**config.mk**
```make
export PLATFORM = sky130hd
export DESIGN_NAME = serial_word_receiver
export DESIGN_NICKNAME = d
export VERILOG_FILES = /design/src/rtl/serial_word_receiver.sv
export SDC_FILE = /design/constraint.sdc
export NUM_CORES = 1
export LEC_CHECK = 0
export BUFFER_PORTS_ARGS = -buffer_cell sky130_fd_sc_hd__buf_2
export CORE_UTILIZATION = 59
export DETAILED_ROUTE_END_ITERATION = 10
export PLACE_DENSITY_LB_ADDON = 0.2
export SLEW_MARGIN = 20
export SYNTH_ARGS = -nofsm -noshare
export SYNTH_HDL_FRONTEND = slang
export SYNTH_SLANG_ARGS = --single-unit
```
**constraint.sdc**
```tcl
create_clock -name clk -period 4.9 [get_ports clk]
set_input_delay 0.98 -clock clk [delete_from_list [all_inputs] [get_ports clk]]
set_output_delay 0.98 -clock clk [all_outputs]
set_load 0.005 [all_outputs]
```
**src/rtl/serial_word_receiver.sv**
```systemverilog
// serial_word_receiver
// Reassembles framed serial words (start, data, optional even parity, stop)
// into a parallel word, shifting in the same direction the transmitter used.
//
// state  | meaning
// -------+------------------------------------------------------------
// IDLE   | line idle, waiting for a sampled 0 (start bit)
// DATA   | shifting in WIDTH data bits, accumulating parity
// PARITY | sampling the even-parity bit (only when PARITY_EN=1)
// STOP   | sampling the stop bit, then publishing the word or an error
module serial_word_receiver #(
  parameter int WIDTH     = 4,
  parameter bit PARITY_EN = 1'b1
) (
  input  logic             clk,
  input  logic             rst,
  input  logic             clr_i,
  input  logic             bit_valid_i,
  input  logic             serial_i,
  input  logic             msb_first_i,
  output logic [WIDTH-1:0] word_o,
  output logic             word_valid_o,
  output logic             frame_err_o,
  output logic             busy_o
);

  localparam int CNT_W = $clog2(WIDTH + 1);
  localparam logic [CNT_W-1:0] LAST_CNT = CNT_W'(WIDTH - 1);

  typedef enum logic [1:0] {
    S_IDLE   = 2'd0,
    S_DATA   = 2'd1,
    S_PARITY = 2'd2,
    S_STOP   = 2'd3
  } state_t;

  state_t           r_state;
  state_t           w_state_nxt;
  logic [WIDTH-1:0] r_sr;
  logic [WIDTH-1:0] w_sr_shift;
  logic [CNT_W-1:0] r_cnt;
  logic             r_par;
  logic             r_perr;
  logic             r_msb;
  logic [WIDTH-1:0] r_word;
  logic             r_valid;
  logic             r_err;
  logic             w_sample;
  logic             w_frame_ok;

  // An abort takes priority over any bit strobe on the same edge.
  assign w_sample   = bit_valid_i && !clr_i;
  assign w_frame_ok = serial_i && !r_perr;

  // Shift direction follows the direction latched at the start bit.
  always_comb begin
    w_sr_shift = r_sr;
    if (r_msb) begin
      w_sr_shift = {r_sr[WIDTH-2:0], serial_i};
    end else begin
      w_sr_shift = {serial_i, r_sr[WIDTH-1:1]};
    end
  end

  // State register.
  always_ff @(posedge clk or posedge rst) begin
    if (rst) begin
      r_state <= S_IDLE;
    end else begin
      r_state <= w_state_nxt;
    end
  end

  // Next-state logic: advance only on sampled bits, abort returns to IDLE.
  always_comb begin
    w_state_nxt = r_state;
    if (clr_i) begin
      w_state_nxt = S_IDLE;
    end else if (bit_valid_i) begin
      case (r_state)
        S_IDLE: begin
          if (!serial_i) begin
            w_state_nxt = S_DATA;
          end
        end
        S_DATA: begin
          if (r_cnt == LAST_CNT) begin
            w_state_nxt = PARITY_EN ? S_PARITY : S_STOP;
          end
        end
        S_PARITY: w_state_nxt = S_STOP;
        S_STOP:   w_state_nxt = S_IDLE;
        default:  w_state_nxt = S_IDLE;
      endcase
    end
  end

  // Datapath: shift register, counter, parity and the registered output pulses.
  always_ff @(posedge clk or posedge rst) begin
    if (rst) begin
      r_sr    <= '0;
      r_cnt   <= '0;
      r_par   <= 1'b0;
      r_perr  <= 1'b0;
      r_msb   <= 1'b0;
      r_word  <= '0;
      r_valid <= 1'b0;
      r_err   <= 1'b0;
    end else begin
      r_valid <= 1'b0;
      r_err   <= 1'b0;
      if (w_sample) begin
        case (r_state)
          S_IDLE: begin
            if (!serial_i) begin
              r_cnt  <= '0;
              r_par  <= 1'b0;
              r_perr <= 1'b0;
              r_msb  <= msb_first_i;
            end
          end
          S_DATA: begin
            r_sr  <= w_sr_shift;
            r_par <= r_par ^ serial_i;
            r_cnt <= r_cnt + CNT_W'(1);
          end
          S_PARITY: begin
            r_perr <= serial_i ^ r_par;
          end
          S_STOP: begin
            if (w_frame_ok) begin
              r_word  <= r_sr;
              r_valid <= 1'b1;
            end else begin
              r_err <= 1'b1;
            end
          end
          default: begin
          end
        endcase
      end
    end
  end

  assign word_o       = r_word;
  assign word_valid_o = r_valid;
  assign frame_err_o  = r_err;
  assign busy_o       = (r_state != S_IDLE);

endmodule

```
==> flow_metrics.py, run 1 <==
metrics = {
    "status": {
        "status": "complete, no violations",
    },
    "yosys": {
        "synth.most_common_cell": "dfrtp_1",
        "synth_area_leaders": "dfrtp_1, ha_1, mux2_2, mux2i_1, inv_1",
        "ys_warn_count": 0,
        "ys_types": 33,
        "yosys.area.top_type": "dfrtp_1",
        "netlist.area_leader.share": 0.469,
        "syn_area_per_cell_um2": 10.7,
        "syn_area_um2": 961,
        "syn_inst": 90,
        "synth_top_cells_by_count": "dfrtp_1, inv_1, nand2_1",
        "synth_nets": 102,
        "yosysSeqAreaShare": 0.469,
        "synth_seq_cells": 18,
        "async_flop_share": 1.00,
        "synth_edf_count": 0,
        "synth_ff_type": "dfrtp_1",
    },
    "critical_path": {
        "critPathLaunchType": "flip-flop",
        "path_max_fanout": 9,
        "crit_required_ns": 3.92,
        "worstReg2RegStart": "r_state[1]",
        "worst_ep_arrival_time_ns": 1.40,
        "path_class": "reg -> out",
        "worst_path_max_delay_cell": "dfrtp_1",
        "startpoint": "r_state[1]",
        "cp-end-kind": "primary output",
        "max_stage_delay_ns": 0.43,
        "cp.buffers_inverters": 3,
        "cp_common_cell": "inv_1",
        "crit_family": "flip-flops",
        "worstPathCellList": "inv_1 > ha_1 > inv_1 > buf_2",
    },
    "timing": {
        "finClkSkew_ns": 0.00256,
        "hold_viol": 0,
        "fin_setup_tns_ns": 0,
        "worst_pin_slew_ns": 0.674,
        "finalMaxSlewViolations": 0,
        "final.min_clock_period_ns": 2.38,
        "setup_violations": 0,
        "rsz0062_at_grt": "false",
        "fmax_ghz": 0.419,
        "setup_ws_ns": 2.52,
        "hold_ws_ns": 0.507,
        "fin_crit_sh": 0.487,
        "relSlewSlack": 0.550,
    },
    "floorplanning": {
        "die_w_um": 42.4,
        "rows": 14,
        "ioPinCount": 13,
        "die_area_mm2": 0.00179,
        "dieHeight_um": 42.4,
        "initial_utilization": 0.638,
        "core_mm2": 0.00151,
    },
    "routing": {
        "drt-initial-drc-count": 14,
        "antenna_left": 0,
        "routed_via_density": 5.78,
        "via_count": 670,
        "wl_um": 1680,
        "drt_first_pass_iters": 4,
        "routedWlPerCell_um": 14.5,
        "drc": 0,
    },
    "placed_design": {
        "post_dp_cell_area_mm2": 0.00101,
        "dp_slack_ns": 2.67,
        "dp_hpwl_um": 1270,
        "gp_congestion": 0.833,
        "portBuffers": 12,
    },
    "global_routing": {
        "grt_overflow": 0,
        "grt_usage": 0.227,
        "grt_pass1_wl_um": 2950,
        "antenna_found_initial": 0,
        "grt_pass1_vias": 647,
        "grt_max_degree": 19,
    },
    "hold_path": {
        "worstHoldStart": "r_cnt[1]",
        "min_path_type": "reg -> reg",
    },
    "final_layout": {
        "register_area_um2": 450,
        "num-nets-final": 114,
        "fillers": 126,
        "multiInputGateArea_um2": 447,
        "final_util": 0.684,
        "synthToLayoutAreaGrowth_pct": 7.16,
        "design_area_mm2": 0.00103,
        "diodes": 0,
        "layout-drive-gt1-share": 0.220,
    },
    "clocking": {
        "cts_resized": 0,
        "cts_sinks": 18,
        "cts_htree_levels": 1,
        "post-cts-setup-buffer-count": 0,
        "clockRootBuffer": "clkbuf_4",
        "numCtsBuffers": 3,
        "cts_tree": "built",
        "clock_latency_ns": 0.29,
        "postCtsHoldBufs": 0,
        "cts_buffer_depth": 2,
        "cts.clk_slew.worst_paths_ns": 0.10,
    },
    "run": {
        "maxCapViolCount": 0,
    },
    "power_and_ir_drop": {
        "leakage_nw": 0.529,
        "power_density_mw_per_mm2": 331,
        "ir_drop_mv": 0.237,
    },
}
stage by stage:
| step | cells | power, W |
|---|---|---|
| after detailed placement | 113 | 0.000272 |
| after global routing | 116 | 0.000364 |
| final | 116 | 0.000340 |
| after floorplan | 90 | 0.000255 |
| after global placement | 113 | 0.000268 |
| after CTS | 116 | 0.000344 |
cells in the final DEF, fill, tap and decap left out, drive strengths merged, types with 2 or more instances in the layout:
cell type	Yosys	layout
or3	2	2
inv	8	8
mux2i	4	4
ha	6	6
nor3b	2	2
and2b	2	2
o21ai	5	5
nand2	8	8
nand2b	2	2
o31ai	3	3
buf	3	12
mux2	5	5
clkbuf	2	3
nor4	2	2
a31oi	2	2
nor2	3	3
dfrtp	18	18
cell type report:
cell class	count	area share
tap	16	0.0194
clock buffer	3	0.0219
multi-input combinational	59	0.434
sequential	18	0.437
inverter	8	0.0292
timing repair buffer	12	0.0583
flip-flops by register name (all words and copies together), names as in the netlist:
register,flops
r_par,1
word_o,4
r_state,2
word_valid_o,1
r_msb,1
r_perr,1
r_sr,4
frame_err_o,1
r_cnt,3
power breakdown:
| part | switching (W) | internal, W |
|---|---|---|
| registers | 0.0000237 | 0.000174 |
| clock network | 0.0000430 | 0.0000286 |
| logic | 0.0000384 | 0.0000332 |
| total | 0.000105 | 0.000235 |
cells by family (layout without fill, tap and decap cells):
| logic type | Yosys count | in the layout | synth area share |
|---|---|---|---|
| flops | 18 | 18 | 0.469 |
| simple gates | 27 | 27 | 0.160 |
| fa+ha+maj | 6 | 6 | 0.0781 |
| mux | 9 | 9 | 0.100 |
| compound gates | 17 | 17 | 0.126 |
| buf+inv | 13 | 23 | 0.0664 |
per-layer routing:
metal	share of wire	GRT usage
met3	0.029	0.0517
met5	0	0
met4	0.018	0.113
met1	0.48	0.315
met2	0.47	0.335
worst reg2reg max path: cells and delay by family, from the launching register on:
family | cells | cell delay (ns)
mux | 1 | 0.32
buf+inv | 2 | 0.21
simple gates | 1 | 0.38
flops | 1 | 0.43
fa+ha+maj | 1 | 0.33
path summary, 6_finish.rpt:
| kind | endpoint | slack [ns] | cells after the start |
|---|---|---|---|
| min in group asynchronous | r_state[1] | 0.77 | 2 |
| worst min register to register | r_cnt[1] | 0.51 | 1 |
| worst max register to register | r_msb | 3.11 | 5 |
| worst max-delay path | busy_o | 2.52 | 4 |
| max in group asynchronous | r_sr[3] | 3.70 | 2 |
| worst min-delay path | r_cnt[1] | 0.51 | 1 |
(Power assumes the default switching activity.)
==> run 2: changes to the inputs <==
CORE_UTILIZATION = 55   (was 59)
clock period = 2.2 ns   (was 4.9 ns; I/O delays follow)
==> run 2 against run 1 <==
  * The run now ends with design-rule violations left
  * Flip-flop and latch count did not move
  * Sequential power rose by 130%
  * Design area rose by 2.1%
  * Worst hold slack got worse by 0.28 ns
  * Critical path depth did not move
  * Clock skew barely moved
==> flow_metrics.py, run 2 (synthesized netlist as in run 1, its figures left out) <==
metrics = {
    "status": {
        "status": "complete, but fails checks",
        "violations": "design-rule violations",
    },
    "timing": {
        "finClkSkew_ns": 0.00209,
        "finalMaxSlewViolations": 0,
        "worst_pin_slew_ns": 0.664,
        "fin_crit_sh": 0.820,
        "rsz0062_at_grt": "false",
        "fmax_ghz": 0.555,
        "hold_ws_ns": 0.228,
        "setup_violations": 0,
        "fin_setup_tns_ns": 0,
        "relSlewSlack": 0.557,
        "hold_viol": 0,
        "final.min_clock_period_ns": 1.80,
    },
    "final_layout": {
        "synthToLayoutAreaGrowth_pct": 9.38,
        "layout_common_cells": "dfrtp_1, buf_2, nand2_1, inv_1, ha_1",
        "layout-drive-gt1-share": 0.235,
        "diodes": 0,
        "num-nets-final": 115,
        "final_common_cell": "dfrtp_1",
        "fin_cells": 118,
    },
    "critical_path": {
        "critPathLaunchType": "flip-flop",
        "cp-end-kind": "primary output",
        "cp_common_cell": "inv_1",
        "cp.depth": 4,
        "r2r.worst_path.cells": 5,
        "worst_path_max_delay_cell": "dfrtp_1",
        "path_class": "reg -> out",
        "cp.buffers_inverters": 3,
        "worstPathCellList": "inv_1 > ha_1 > inv_1 > buf_2",
        "worst_ep_arrival_time_ns": 1.36,
        "crit_required_ns": 1.76,
        "path_max_fanout": 9,
        "max_stage_delay_ns": 0.42,
        "crit_family": "flip-flops",
    },
    "routing": {
        "drt-initial-drc-count": 24,
        "drc": 3,
        "drt_first_pass_iters": 7,
        "via_count": 712,
        "routedWlPerCell_um": 14.6,
        "antenna_left": 0,
        "wl_um": 1720,
        "routed_via_density": 6.03,
    },
    "clocking": {
        "cts.clk_slew.worst_paths_ns": 0.10,
        "cts_buffer_depth": 2,
        "numCtsBuffers": 3,
        "cts_tree": "built",
        "clock_latency_ns": 0.29,
        "clockRootBuffer": "clkbuf_4",
        "cts_resized": 0,
        "cts_sinks": 18,
        "post-cts-setup-buffer-count": 0,
        "postCtsHoldBufs": 0,
        "cts_htree_levels": 1,
    },
    "placed_design": {
        "dp_cells": 114,
        "portBuffers": 12,
        "gp_congestion": 0.762,
        "dp_hpwl_um": 1310,
    },
    "global_routing": {
        "grt_max_degree": 19,
        "antenna_found_initial": 0,
        "grt_overflow": 0,
        "grt_pass1_vias": 659,
        "grt_pass1_wl_um": 2940,
        "grt_usage": 0.213,
    },
    "floorplanning": {
        "core_mm2": 0.00158,
        "ioPinCount": 13,
        "rows": 14,
        "dieHeight_um": 43.8,
        "die_area_mm2": 0.00192,
        "initial_utilization": 0.610,
        "die_w_um": 43.8,
    },
    "power_and_ir_drop": {
        "total_power_w": 0.000806,
        "leakage_nw": 0.540,
        "power_density_mw_per_mm2": 767,
        "ir_drop_mv": 0.567,
    },
    "hold_path": {
        "min_path_type": "in -> async",
    },
    "run": {
        "maxCapViolCount": 0,
    },
}
[run 2: metal layers]
layer	share of wire	GRT usage
met1	0.46	0.272
met2	0.48	0.355
met3	0.061	0.0375
met4	0.0047	0.0875
met5	0	0
[run 2: layout make-up]
cell class | instances | area (um2)
clock buffer | 4 | 36.3
fill | 128 | 526
inverter | 8 | 30.0
multi-input combinational | 59 | 447
sequential | 18 | 450
tap | 16 | 20.0
timing repair buffer | 13 | 67.6
[run 2: stage by stage]
step,util,instance area [um2],setup WS (ns)
after floorplan,-,961,0.605
after global placement,0.644,1010,0.537
after detailed placement,0.644,1010,0.463
after CTS,0.667,1050,0.388
after global routing,0.667,1050,0.292
final,0.667,1050,0.397
[run 2: final timing paths]
check | from | endpoint | slack, ns
max | r_state[1] | busy_o | 0.40
min | rst | word_o[1] | 0.23
max reg2reg | r_state[1] | r_msb | 0.46
min reg2reg | r_cnt[1] | r_cnt[1] | 0.51
max in group asynchronous | rst | word_valid_o | 1.55
min in group clk | msb_first_i | r_msb | 0.36
[run 2: power by group]
| part | leakage, nW | internal (W) | switching [W] |
|---|---|---|---|
| clock | 0.0210 | 0.000101 | 0.0000994 |
| sequential | 0.244 | 0.000386 | 0.0000572 |
| combinational | 0.275 | 0.0000755 | 0.0000872 |
[run 2: worst reg2reg max path, stage by stage, from the launching register on]
cell and delay, ns:
dfrtp_1 0.42, inv_1 0.11, ha_1 0.32, inv_1 0.09, or3_1 0.38, mux2_1 0.32
